### src/rtl/servo_seq_pkg.sv
// Shared definitions for the servo ramp sequencer: channel count, FSM states
// and the round-robin channel arithmetic used by the arbiter.
package servo_seq_pkg;

    localparam int CH_COUNT         = 3;
    localparam int CH_W             = 2;
    localparam int CTRL_MAX_DEFAULT = 8;

    typedef enum logic [1:0] {
        IDLE = 2'd0,
        SCAN = 2'd1,
        STEP = 2'd2
    } seq_state_t;

    // base + offs modulo CH_COUNT; both operands stay small enough that one
    // subtraction is sufficient.
    function automatic logic [CH_W-1:0] chan_wrap(input logic [CH_W-1:0] base, input int offs);
        int sum;
        sum = int'(base) + offs;
        if (sum >= CH_COUNT) begin
            sum = sum - CH_COUNT;
        end
        return CH_W'(sum);
    endfunction

endpackage

### src/rtl/servo_tick_gen.sv
// Free-running step-slot timer: tick is high for one cycle every STEP_TICKS
// cycles, when the counter sits at its last value.
module servo_tick_gen #(
    parameter int STEP_TICKS = 5000000
) (
    input  logic clk_in,
    input  logic rst_in,
    output logic tick
);

    localparam int               CNT_W = $clog2(STEP_TICKS);
    localparam logic [CNT_W-1:0] LAST  = CNT_W'(STEP_TICKS - 1);

    logic [CNT_W-1:0] count;

    always_ff @(posedge clk_in or posedge rst_in) begin
        if (rst_in) begin
            count <= '0;
        end else if (count == LAST) begin
            count <= '0;
        end else begin
            count <= count + CNT_W'(1);
        end
    end

    assign tick = (count == LAST);

endmodule

### src/rtl/servo_ramp_sequencer.sv
// Slew-limited position scheduler for three servo channels: one shared step
// slot per tick, granted round-robin among channels that are still moving.
module servo_ramp_sequencer
    import servo_seq_pkg::*;
#(
    parameter int STEP_TICKS = 5000000,
    parameter int CTRL_MAX   = CTRL_MAX_DEFAULT
) (
    input  logic                clk_in,
    input  logic                rst_in,
    input  logic                cmd_valid,
    input  logic [1:0]          cmd_chan,
    input  logic [7:0]          cmd_pos,
    output logic                cmd_ready,
    output logic                cmd_err,
    output logic [7:0]          pwm_ctrl0,
    output logic [7:0]          pwm_ctrl1,
    output logic [7:0]          pwm_ctrl2,
    output logic [CH_COUNT-1:0] busy,
    output logic [CH_COUNT-1:0] done
);

    localparam logic [7:0] POS_MAX = 8'(CTRL_MAX);

    seq_state_t       state;
    seq_state_t       state_next;
    logic [7:0]       pos    [CH_COUNT];
    logic [7:0]       target [CH_COUNT];
    logic [CH_W-1:0]  rr_ptr;
    logic [CH_W-1:0]  sel;
    logic [CH_W-1:0]  pick;
    logic [CH_W-1:0]  cand;
    logic             found;
    logic             tick;
    logic             accept;
    logic [7:0]       cmd_sat;

    servo_tick_gen #(
        .STEP_TICKS(STEP_TICKS)
    ) u_tick (
        .clk_in(clk_in),
        .rst_in(rst_in),
        .tick  (tick)
    );

    assign accept  = cmd_valid && cmd_ready;
    assign cmd_sat = (cmd_pos > POS_MAX) ? POS_MAX : cmd_pos;

    always_comb begin
        busy = '0;
        for (int i = 0; i < CH_COUNT; i++) begin
            busy[i] = (pos[i] != target[i]);
        end
    end

    // First busy channel at or after rr_ptr in circular order.
    always_comb begin
        found = 1'b0;
        pick  = rr_ptr;
        cand  = rr_ptr;
        for (int k = 0; k < CH_COUNT; k++) begin
            cand = chan_wrap(rr_ptr, k);
            if (!found && busy[cand]) begin
                found = 1'b1;
                pick  = cand;
            end
        end
    end

    always_comb begin
        state_next = state;
        cmd_ready  = 1'b0;
        case (state)
            IDLE: begin
                cmd_ready = 1'b1;
                if (tick && (|busy)) begin
                    state_next = SCAN;
                end
            end
            SCAN:    state_next = found ? STEP : IDLE;
            STEP:    state_next = IDLE;
            default: state_next = IDLE;
        endcase
    end

    always_ff @(posedge clk_in or posedge rst_in) begin
        if (rst_in) begin
            state   <= IDLE;
            rr_ptr  <= '0;
            sel     <= '0;
            done    <= '0;
            cmd_err <= 1'b0;
            for (int i = 0; i < CH_COUNT; i++) begin
                pos[i]    <= '0;
                target[i] <= '0;
            end
        end else begin
            state   <= state_next;
            done    <= '0;
            cmd_err <= accept && (cmd_chan == 2'd3);
            if (state == SCAN) begin
                sel <= pick;
            end
            if (state == STEP) begin
                rr_ptr <= chan_wrap(sel, 1);
            end
            for (int i = 0; i < CH_COUNT; i++) begin
                if (accept && (cmd_chan == CH_W'(i))) begin
                    target[i] <= cmd_sat;
                end
                // Commands are blocked during SCAN/STEP, so target is stable here.
                if ((state == STEP) && (sel == CH_W'(i))) begin
                    if (pos[i] < target[i]) begin
                        pos[i]  <= pos[i] + 8'd1;
                        done[i] <= ((pos[i] + 8'd1) == target[i]);
                    end else if (pos[i] > target[i]) begin
                        pos[i]  <= pos[i] - 8'd1;
                        done[i] <= ((pos[i] - 8'd1) == target[i]);
                    end
                end
            end
        end
    end

    assign pwm_ctrl0 = pos[0];
    assign pwm_ctrl1 = pos[1];
    assign pwm_ctrl2 = pos[2];

endmodule

### config.mk
export PLATFORM = sky130hd
export DESIGN_NAME = servo_ramp_sequencer
export DESIGN_NICKNAME = d
export VERILOG_FILES = /design/src/rtl/servo_seq_pkg.sv /design/src/rtl/servo_tick_gen.sv /design/src/rtl/servo_ramp_sequencer.sv
export SDC_FILE = /design/constraint.sdc
export NUM_CORES = 1
export LEC_CHECK = 0
export BUFFER_PORTS_ARGS = -buffer_cell sky130_fd_sc_hd__buf_4
export CAP_MARGIN = 20
export CELL_PAD_IN_SITES_DETAIL_PLACEMENT = 0
export CELL_PAD_IN_SITES_GLOBAL_PLACEMENT = 1
export CORE_MARGIN = 5
export CORE_UTILIZATION = 42
export DETAILED_ROUTE_END_ITERATION = 16
export PLACE_DENSITY = 0.74
export SYNTH_ARGS = -nofsm -noshare
export SYNTH_HDL_FRONTEND = slang
export SYNTH_SLANG_ARGS = --single-unit
### constraint.sdc
create_clock -name clk_in -period 2.68 [get_ports clk_in]
set_clock_uncertainty 0.05 [all_clocks]
set_input_delay 0.536 -clock clk_in [delete_from_list [all_inputs] [get_ports clk_in]]
set_output_delay 0.536 -clock clk_in [all_outputs]
set_load 0.05 [all_outputs]
==> results.sh, run 1 <==
export IMPL_first_pass_iters=5
export IMPL_synth_area_leaders="dfrtp_1 36%, ha_1 8.3%, xnor2_1 7.1%, xor2_1 5.8%, nor2_1 3.7%"
export IMPL_grt_max_degree=58
export IMPL_p_leak_nw=3.10
export IMPL_end_kind="primary output"
export IMPL_regToRegStartpoint="pwm_ctrl1[0]$_DFFE_PP0P_"
export IMPL_syn_area_per_cell_um2=8.81
export IMPL_design_area_um2=6620
export IMPL_grt_pass1_vias=4623
export IMPL_placed_cells=863
export IMPL_finalCriticalPeriod_ns=2.54
export IMPL_synthCells=633
export IMPL_synth_fp_nets=683
export IMPL_status="complete, no violations"
export IMPL_switching_share_pct=25.7
export IMPL_switching_power_mw=0.672
export IMPL_vias=4728
export IMPL_synth_async_reset_ratio_pct=100
export IMPL_drt_iter0_drc=314
export IMPL_fp_dieArea_um2=15700
export IMPL_routedWlPerCell_um=15.4
export IMPL_cp_required_ns=2.09
export IMPL_seqPwrFrac_pct=47.3
export IMPL_drv_slew=0
export IMPL_pwr_share_clk_pct=44.9
export IMPL_rsz0062_at_grt="false"
export IMPL_crit_arrival_ns=1.96
export IMPL_drt_wl_total_um=13600
export IMPL_drive_gt1_share_pct=16.5
export IMPL_synth_top_area_cell="dfrtp_1"
export IMPL_power_mw=2.61
export IMPL_ys_flop_type="dfrtp_1"
export IMPL_cts_sinks=81
export IMPL_cts_buffer_depth=2
export IMPL_ys_seq_area_share_pct=36.3
export IMPL_area_delta_synth_final_pct=18.8
export IMPL_ant_nets=0
export IMPL_die_x_um=125
export IMPL_rows=42
export IMPL_antenna_cells=0
export IMPL_cts_buffers=9
export IMPL_yosys_area_share_simple_pct=22.0
export IMPL_die_h_um=125
export IMPL_synth_xor_area_share_pct=12.9
export IMPL_gp_congestion=0.908
export IMPL_powerDensity_nw_per_um2=395
export IMPL_finalHoldViolCount=0
export IMPL_yosysTopAreaCellShare_pct=36.3
export IMPL_irDropWorstVdd_mv=0.287
export IMPL_port_buffers=44
export IMPL_clock_fmax_mhz=393
export IMPL_fin_cells=883
export IMPL_ys_types=62
export IMPL_final_util_pct=50.4
export IMPL_syn_area_um2=5580
export IMPL_cp_startpoint="pwm_ctrl0[7]$_DFFE_PP0P_"
export IMPL_finalCritPeriodShare_pct=94.9
export IMPL_antenna_found_initial=0
export IMPL_clock_root_buffer="clkbuf_16"
export IMPL_finalSetupTns_ns=0
export IMPL_path_clk_slew_ns=0.07
export IMPL_track_usage_pct=17.8
export IMPL_grt_pass1_wl_um=23200
export IMPL_startpoint_type="flip-flop"
export IMPL_fin_ws_ns=0.136
export IMPL_power_internal_mw=1.94
export IMPL_synthAdderAreaFrac_pct=8.30
export IMPL_pre_cts_ws_ns=0.213
export IMPL_synth_compound_area_share_pct=13.1
export IMPL_drt_drc_violations_left=0
export IMPL_tightest_slew_ns=0.512
export IMPL_h_tree_depth=3
export IMPL_maxCapViolCount=0
export IMPL_clk_latency_ns=0.34
export IMPL_yosysWarningCount=0
export IMPL_critPathKind="reg -> out"
export IMPL_comb_power_share_pct=7.7
export IMPL_initial_core_util_pct=42.4
export IMPL_muxShareOfSynthArea_pct=3.12
export IMPL_hpwlAfterDp_um=10500
export IMPL_synth_edff_count=0
export IMPL_core_um2=13100
export IMPL_cts_tree="done"
export IMPL_synth_top_family_by_area="simple AND/OR/NAND/NOR gates"
export IMPL_ys_ff_latch=81
export IMPL_via_per_inst=5.35
export IMPL_hold_ws_ns=0.146
export IMPL_grt_overflow_total=0
export IMPL_setup_viol=0
export IMPL_placed_cell_area_um2=6290
export IMPL_hold_class="in -> async"
export IMPL_final_nets=752
export IMPL_slew_headroom_pct=65.5
export IMPL_path_max_fanout=9
export IMPL_pin_count=45
final cells by class:
class | count | area [µm²]
multi-input combinational | 491 | 3330
inverter | 40 | 151
clock inverter | 7 | 52.6
sequential | 81 | 2030
fill | 1266 | 6520
clock buffer | 9 | 225
tap | 176 | 220
timing repair buffer | 79 | 606
metal layers:
layer	GRT usage, %	up-vias	wire length (µm)
met1	24.8	2240	6580
met3	2.90	20	485
met5	0	-	0
li1	-	2369	-
met2	27.8	99	6290
met4	6.76	0	240
layout by cell type (no fill, tap or decap), types with 5 or more instances in the layout:
cell type / count
buf_4: 78
dfrtp_1: 76
nor2_1: 53
xnor2_1: 45
nand2_1: 44
inv_1: 39
nand3_1: 37
xor2_1: 37
ha_1: 37
o21ai_0: 36
a21oi_1: 28
nor3_1: 21
nand4_1: 14
mux2i_1: 14
or3_1: 12
and2_1: 9
clkbuf_16: 9
nand2b_1: 8
nor2b_1: 7
and3_1: 5
o211ai_1: 5
a21boi_0: 5
dfrtp_2: 5
critical path, stage by stage (launching register included):
cell and delay [ns]:
dfrtp_2 0.47, ha_1 0.34, nand4_1 0.26, nor2_4 0.19, inv_1 0.14, buf_4 0.22
power by group through the flow:
stage / combinational, mW / clock [mW] / sequential (mW)
2_1_floorplan: 0.123 / 0 / 1.26
5_1_grt: 0.225 / 1.26 / 1.24
6_report: 0.202 / 1.17 / 1.24
3_5_place_dp: 0.200 / 0 / 1.26
4_1_cts: 0.201 / 1.20 / 1.24
3_3_place_gp: 0.198 / 0 / 1.26
sequential cells by signal (all words and copies together), names as in the netlist, 2 cells and up:
name	flops
u_tick.count	23
pwm_ctrl0	8
rr_ptr	2
state	2
pwm_ctrl1	8
sel	2
pwm_ctrl2	8
done	3
target	24
cells by family after synthesis:
group / count (synthesis)
XOR/XNOR: 82
multiplexers: 17
buffers and inverters: 61
AO/OA/AOI/OAI: 114
AND/OR/NAND/NOR: 241
adder cells (fa/ha/maj): 37
flip-flops: 81
worst paths after layout:
path                                              end  slack [ns]  cells after the start
max reg2reg                         done[1]$_DFF_PP0_        0.23                      8
min in group clk_in                 cmd_err$_DFF_PP0_        0.41                      3
max                                           busy[0]        0.14                      5
max in group asynchronous      target[13]$_DFFE_PP0P_        1.78                      3
min reg2reg                 u_tick.count[0]$_DFF_PP0_        0.44                      1
min                        u_tick.count[12]$_DFF_PP0_        0.15                      2
repair_timing:
action / in CTS / in global routing
pin swaps: 0 / 3
resized for setup: 2 / 8
cloned: 0 / 0
hold buffers: 0 / 0
buffers inserted: 0 / 4
endpoints found under the setup margin: 2 / 3
cells in the mapped netlist (all sizes together) (4+ instances only):
master	instances
a211oi	4
a21boi	5
a21oi	28
and2	9
and3	7
clkbuf	20
dfrtp	81
ha	37
inv	40
mux2i	14
nand2	44
nand2b	8
nand3	37
nand4	14
nor2	56
nor2b	7
nor3	21
nor3b	4
nor4	5
o211ai	5
o21ai	36
o22ai	4
or3	14
xnor2	45
xor2	37
No activity file was read; power rests on OpenSTA's default activity.
==> inputs of run 2 (changes only) <==
--- a/config.mk
+++ b/config.mk
@@ -9,6 +9,7 @@
 export CAP_MARGIN = 20
 export CELL_PAD_IN_SITES_DETAIL_PLACEMENT = 0
 export CELL_PAD_IN_SITES_GLOBAL_PLACEMENT = 1
+export CORE_ASPECT_RATIO = 1.1
 export CORE_MARGIN = 5
 export CORE_UTILIZATION = 42
 export DETAILED_ROUTE_END_ITERATION = 16
==> run 2 against run 1 <==
Compared with the run above:
- highest routed layer unchanged
- fmax down 0.65%
- via count up 1.9%
- non-clock buffer count down 3
- power up 5.1%
- routed wire length up 4.0%
- setup slack worse by 0.017 ns
- critical path type unchanged
- clock power up 12%
==> results.sh, run 2 (synthesis results as in run 1) <==
export IMPL_ff_latch_area_um2=2030
export IMPL_top_regs="target (24), u_tick.count (23)"
export IMPL_hold_class="in -> async"
export IMPL_cp_depth=6
export IMPL_drt_drc_violations_left=0
export IMPL_slew_headroom_pct=58.3
export IMPL_cts_buffers=9
export IMPL_cts_tree="done"
export IMPL_final_util_pct=50.4
export IMPL_regToRegStartpoint="target[13]$_DFFE_PP0P_"
export IMPL_fin_cells=865
export IMPL_path_buf_inv=3
export IMPL_path_max_fanout=6
export IMPL_layout_common_cells="79 x dfrtp_1, 75 x buf_4, 53 x nor2_1"
export IMPL_routedWlPerCell_um=16.4
export IMPL_track_usage_pct=18.7
export IMPL_drt_iter0_drc=320
export IMPL_clock_fmax_mhz=391
export IMPL_grt_overflow_total=0
export IMPL_startpoint_type="flip-flop"
export IMPL_clk_latency_ns=0.35
export IMPL_initial_core_util_pct=42.6
export IMPL_first_pass_iters=4
export IMPL_rsz0062_at_grt="false"
export IMPL_grt_pass1_vias=4719
export IMPL_gp_congestion=0.862
export IMPL_cp_required_ns=2.09
export IMPL_worst_r2r_cell_count=9
export IMPL_regMostFlops="target"
export IMPL_antenna_cells=0
export IMPL_placed_cells=846
export IMPL_die_x_um=120
export IMPL_ant_nets=0
export IMPL_crit_arrival_ns=1.97
export IMPL_drv_slew=0
export IMPL_maxCapViolCount=0
export IMPL_end_kind="primary output"
export IMPL_crit_top_cell="inv_1"
export IMPL_clock_root_buffer="clkbuf_16"
export IMPL_antenna_found_initial=0
export IMPL_drive_gt1_share_pct=15.8
export IMPL_cts_sinks=81
export IMPL_fp_dieArea_um2=15700
export IMPL_finalCriticalPeriod_ns=2.56
export IMPL_largest_reg_flops=24
export IMPL_tightest_slew_ns=0.619
export IMPL_port_buffers=44
export IMPL_finalCritPeriodShare_pct=95.5
export IMPL_grt_max_degree=58
export IMPL_reg2reg_slack_ns=0.17
export IMPL_rows=44
export IMPL_crit_family="buffers and inverters"
export IMPL_setup_viol=0
export IMPL_cts_buffer_depth=2
export IMPL_area_delta_synth_final_pct=18.4
export IMPL_mostFrequentLayoutCell="dfrtp_1"
export IMPL_via_per_inst=5.57
export IMPL_reg2reg_to="sel[0]$_DFFE_PP0N_"
export IMPL_slowest_stage="dfrtp_1"
export IMPL_die_h_um=131
export IMPL_powerDensity_nw_per_um2=416
export IMPL_cp_cell_sequence="inv_1 -> ha_1 -> nand4_1 -> nor2_2 -> inv_1 -> buf_4"
export IMPL_vias=4819
export IMPL_cpPeakStageDelay_ns=0.44
export IMPL_critPathKind="reg -> out"
export IMPL_h_tree_depth=3
export IMPL_path_clk_slew_ns=0.07
export IMPL_fill_cells=1240
export IMPL_drt_wl_total_um=14100
export IMPL_status="complete, no violations"
export IMPL_irDropWorstVdd_mv=0.223
export IMPL_hpwlAfterDp_um=10600
export IMPL_finalHoldViolCount=0
export IMPL_grt_pass1_wl_um=23700
export IMPL_p_leak_nw=3.09
export IMPL_pin_count=45
export IMPL_multi_input_area_um2=3330
export IMPL_core_um2=13100
export IMPL_final_nets=749
-- run 2: changes by cell type in the layout (fill, tap and decap cells not counted), moves of 2 or more --
cell      delta
dfrtp_2      -3
dfrtp_1      +3
clkinv_2     -2
buf_4        -3
-- run 2: through the flow --
step | instance area [µm²] | TNS [ns] | power, mW | setup WS, ns | hold slack [ns]
finish | 6600 | 0 | 2.75 | 0.120 | 0.148
detailed placement | 6260 | 0 | 1.46 | 0.206 | 0.433
floorplan | 5580 | -0.0117 | 1.38 | -0.0117 | 0.405
global placement | 6260 | 0 | 1.46 | 0.268 | 0.430
CTS | 6580 | 0 | 2.77 | 0.0389 | 0.162
global route | 6600 | 0 | 2.85 | 0.00155 | 0.173
-- run 2: worst max-delay path by stage --
stage / startpoint / endpoint / slack, ns
floorplan: pwm_ctrl2[0]$_DFFE_PP0P_ / sel[0]$_DFFE_PP0N_ / -0.01
global placement: pwm_ctrl0[7]$_DFFE_PP0P_ / sel[0]$_DFFE_PP0N_ / 0.27
detailed placement: pwm_ctrl1[0]$_DFFE_PP0P_ / done[1]$_DFF_PP0_ / 0.21
CTS: pwm_ctrl0[7]$_DFFE_PP0P_ / busy[0] / 0.04
global route: target[13]$_DFFE_PP0P_ / sel[0]$_DFFE_PP0N_ / 0.002
finish: pwm_ctrl0[0]$_DFFE_PP0P_ / busy[0] / 0.12
-- run 2: repair_timing --
action | 4_1_cts | 5_1_grt
pin swaps | 0 | 5
setup endpoints to repair | 2 | 3
resized for setup | 3 | 2
hold buffers | 0 | 0
endpoints found under the hold margin | 0 | 0
setup buffers | 0 | 3
-- run 2: routing by layer --
metal,up-vias,wire [µm],GRT usage (%)
li1,2367,-,-
met1,2347,6540,24.4
met2,88,6950,32.3
met3,17,426,2.50
met4,0,238,6.54
met5,-,0,0
-- run 2: area by class of cell --
type                       instances  area share, %
tap                              161           3.05
clock buffer                       9           3.41
clock inverter                     7           1.25
multi-input combinational        491           50.4
sequential                        81           30.7
inverter                          40           2.29
timing repair buffer              76           8.83
-- run 2: worst register-to-register path: cells and delay by family (launching register included) --
family | cells | cell delay (ns)
flops | 1 | 0.47
fa+ha+maj | 1 | 0.31
compound gates | 4 | 0.78
buf+inv | 2 | 0.35
simple gates | 2 | 0.46
-- run 2: report_power, final --
group,switching (mW),internal [mW],leakage [nW]
Sequential,0.00735,1.23,1.10
Combinational,0.126,0.0760,1.84
Clock,0.571,0.739,0.145
Total,0.704,2.04,3.09
==> inputs of run 3 (changes only) <==
--- a/config.mk
+++ b/config.mk
@@ -5,7 +5,7 @@
 export SDC_FILE = /design/constraint.sdc
 export NUM_CORES = 1
 export LEC_CHECK = 0
-export BUFFER_PORTS_ARGS = -buffer_cell sky130_fd_sc_hd__buf_4
+export BUFFER_PORTS_ARGS = -buffer_cell sky130_fd_sc_hd__buf_2
 export CAP_MARGIN = 20
 export CELL_PAD_IN_SITES_DETAIL_PLACEMENT = 0
 export CELL_PAD_IN_SITES_GLOBAL_PLACEMENT = 1
==> constraint.sdc (replaced) <==
create_clock -name clk_in -period 2.2 [get_ports clk_in]
set_clock_uncertainty 0.05 [all_clocks]
set_input_delay 0.44 -clock clk_in [delete_from_list [all_inputs] [get_ports clk_in]]
set_output_delay 0.44 -clock clk_in [all_outputs]
set_load 0.05 [all_outputs]
==> run 3 against run 2 <==
Compared with the run above:
- the flow now finishes with violations (negative setup slack)
- worst hold slack got worse by 0.078 ns
- cell count increased by 8.9%
- clock-buffer cell count increased by 2
- first-iteration DRC count decreased by 2.5%
- setup slack got worse by 0.15 ns
- critical path depth decreased by 2
- final area increased by 16%
- routed wire length increased by 11%
- critical path type unchanged
- critical endpoint is now busy[2]
==> results.sh, run 3 (synthesis results as in run 1) <==
export IMPL_status="finished with violations"
export IMPL_tightest_slew_ns=0.506
export IMPL_irDropWorstVdd_mv=0.363
export IMPL_drive_gt1_share_pct=34.8
export IMPL_grt_max_degree=40
export IMPL_pin_count=45
export IMPL_finalHoldViolCount=0
export IMPL_area_delta_synth_final_pct=37.0
export IMPL_reg2reg_slack_ns=-0.03
export IMPL_cts_buffers=9
export IMPL_first_pass_iters=5
export IMPL_power_mw=3.40
export IMPL_die_x_um=120
export IMPL_path_clk_slew_ns=0.06
export IMPL_grt_pass1_wl_um=24900
export IMPL_startpoint_type="flip-flop"
export IMPL_critPathKind="reg -> out"
export IMPL_clk_latency_ns=0.35
export IMPL_fin_ws_ns=-0.0322
export IMPL_gp_congestion=0.868
export IMPL_cts_buffer_depth=2
export IMPL_cpPeakStageDelay_ns=0.43
export IMPL_rsz0062_at_grt="true"
export IMPL_fill_cells=1126
export IMPL_cts_sinks=81
export IMPL_grt_overflow_total=0
export IMPL_vias=5163
export IMPL_worst_r2r_cell_count=10
export IMPL_end_kind="primary output"
export IMPL_core_um2=13100
export IMPL_powerDensity_nw_per_um2=445
export IMPL_ant_nets=0
export IMPL_grt_pass1_vias=5112
export IMPL_top_regs="target (24), u_tick.count (23)"
export IMPL_pre_cts_ws_ns=-0.0252
export IMPL_maxCapViolCount=0
export IMPL_fp_dieArea_um2=15700
export IMPL_drv_slew=0
export IMPL_via_per_inst=5.48
export IMPL_regMostFlops="target"
export IMPL_cp_cell_sequence="ha_1 -> nand2_1 -> or3_4 -> buf_8"
export IMPL_hold_class="in -> async"
export IMPL_initial_core_util_pct=42.6
export IMPL_clock_root_buffer="clkbuf_16"
export IMPL_routedWlPerCell_um=16.6
export IMPL_finalCriticalPeriod_ns=2.23
export IMPL_layout_common_cells="102 x buf_4, 65 x dfrtp_1, 51 x nor2_1"
export IMPL_slowest_stage="or3_4"
export IMPL_largest_reg_flops=24
export IMPL_drt_drc_violations_left=0
export IMPL_track_usage_pct=19.8
export IMPL_p_leak_nw=3.51
export IMPL_h_tree_depth=3
export IMPL_port_buffers=44
export IMPL_antenna_found_initial=1
export IMPL_holdBufCountCts=0
export IMPL_die_h_um=131
export IMPL_rows=44
export IMPL_clock_fmax_mhz=448
export IMPL_setup_viol=5
export IMPL_cp_required_ns=1.71
export IMPL_mostFrequentLayoutCell="buf_4"
export IMPL_finalCritPeriodShare_pct=101
export IMPL_crit_arrival_ns=1.74
export IMPL_final_nets=826
export IMPL_reg2reg_to="pwm_ctrl1[5]$_DFFE_PP0P_"
export IMPL_drt_iter0_drc=312
export IMPL_hpwlAfterDp_um=11200
export IMPL_slew_headroom_pct=66.2
export IMPL_antenna_cells=0
export IMPL_regToRegStartpoint="pwm_ctrl1[1]$_DFFE_PP0P_"
export IMPL_violations="negative setup slack"
export IMPL_cts_tree="done"
export IMPL_drt_wl_total_um=15700
export IMPL_path_max_fanout=3
run 3: changes by cell type in the layout (fill, tap and decap cells not counted), moves of 5 or more:
cell     before  now
a21oi_1      28   22
a21oi_2       0    5
buf_2         0   41
buf_4        75  102
buf_6         0    6
dfrtp_1      79   65
dfrtp_2       2   16
ha_1         37   15
ha_4          0   21
inv_1        39   25
inv_2         0   12
o21ai_0      36   31
o21ai_1       0    5
run 3: critical path: cells and delay by family, from the launching register on:
family / cells / cell delay [ns]
and+or+nand+nor: 2 / 0.50
DFF: 1 / 0.41
adders and majority gates: 1 / 0.31
buffers and inverters: 1 / 0.17
run 3: area by class of cell:
type	count	area [µm²]	share of cell area, %
multi-input cells	491	3820	50.0
flip-flops and latches	81	2050	26.8
repair buffers	153	1100	14.4
clock buffers	11	243	3.18
well taps	161	201	2.64
inverters	40	159	2.08
clock inverters	5	62.6	0.819
run 3: how the worst max path moves through the flow:
stage | slack, ns | cells after the start | startpoint | end
after detailed placement | -0.03 | 8 | target[21]$_DFFE_PP0P_ | sel[0]$_DFFE_PP0N_
after floorplan | -0.28 | 9 | pwm_ctrl0[0]$_DFFE_PP0P_ | sel[0]$_DFFE_PP0N_
after CTS | -0.01 | 7 | pwm_ctrl1[5]$_DFFE_PP0P_ | pwm_ctrl1[4]$_DFFE_PP0P_
after global routing | -0.15 | 9 | pwm_ctrl1[1]$_DFFE_PP0P_ | pwm_ctrl1[3]$_DFFE_PP0P_
after global placement | 0.003 | 5 | pwm_ctrl1[1]$_DFFE_PP0P_ | done[1]$_DFF_PP0_
final | -0.03 | 4 | pwm_ctrl2[2]$_DFFE_PP0P_ | busy[2]
run 3: repair_timing:
| item | 4_1_cts | 5_1_grt |
|---|---|---|
| setup buffers | 21 | 23 |
| pin swaps | 11 | 28 |
| gates resized for setup | 31 | 71 |
| endpoints found under the setup margin | 14 | 28 |
run 3: per-stage QoR:
| step | utilization [%] | cell area [µm²] | hold WS (ns) | cells | setup TNS (ns) |
|---|---|---|---|---|---|
| 2_1_floorplan | - | 5640 | 0.405 | 633 | -0.510 |
| 3_3_place_gp | 49.4 | 6480 | 0.426 | 882 | 0 |
| 3_5_place_dp | 49.4 | 6480 | 0.439 | 882 | -0.0518 |
| 4_1_cts | 54.3 | 7110 | 0.0797 | 919 | -0.0205 |
| 5_1_grt | 58.3 | 7640 | 0.115 | 942 | -1.37 |
| 6_report | 58.3 | 7640 | 0.0702 | 942 | -0.106 |
run 3: routing by layer:
metal	GRT usage [%]	part of all wire (%)	up-vias	routed length, µm
li1	-	-	2516	-
met1	24.1	43	2492	6750
met2	35.3	51	125	7940
met3	3.19	4.3	28	671
met4	8.09	2.0	2	311
met5	0	0.057	-	9
run 3: power breakdown:
part	internal [mW]	total, mW	switching, mW
clock network	0.917	1.56	0.642
logic	0.145	0.340	0.195
registers	1.50	1.50	0.00597
total	2.56	3.40	0.843
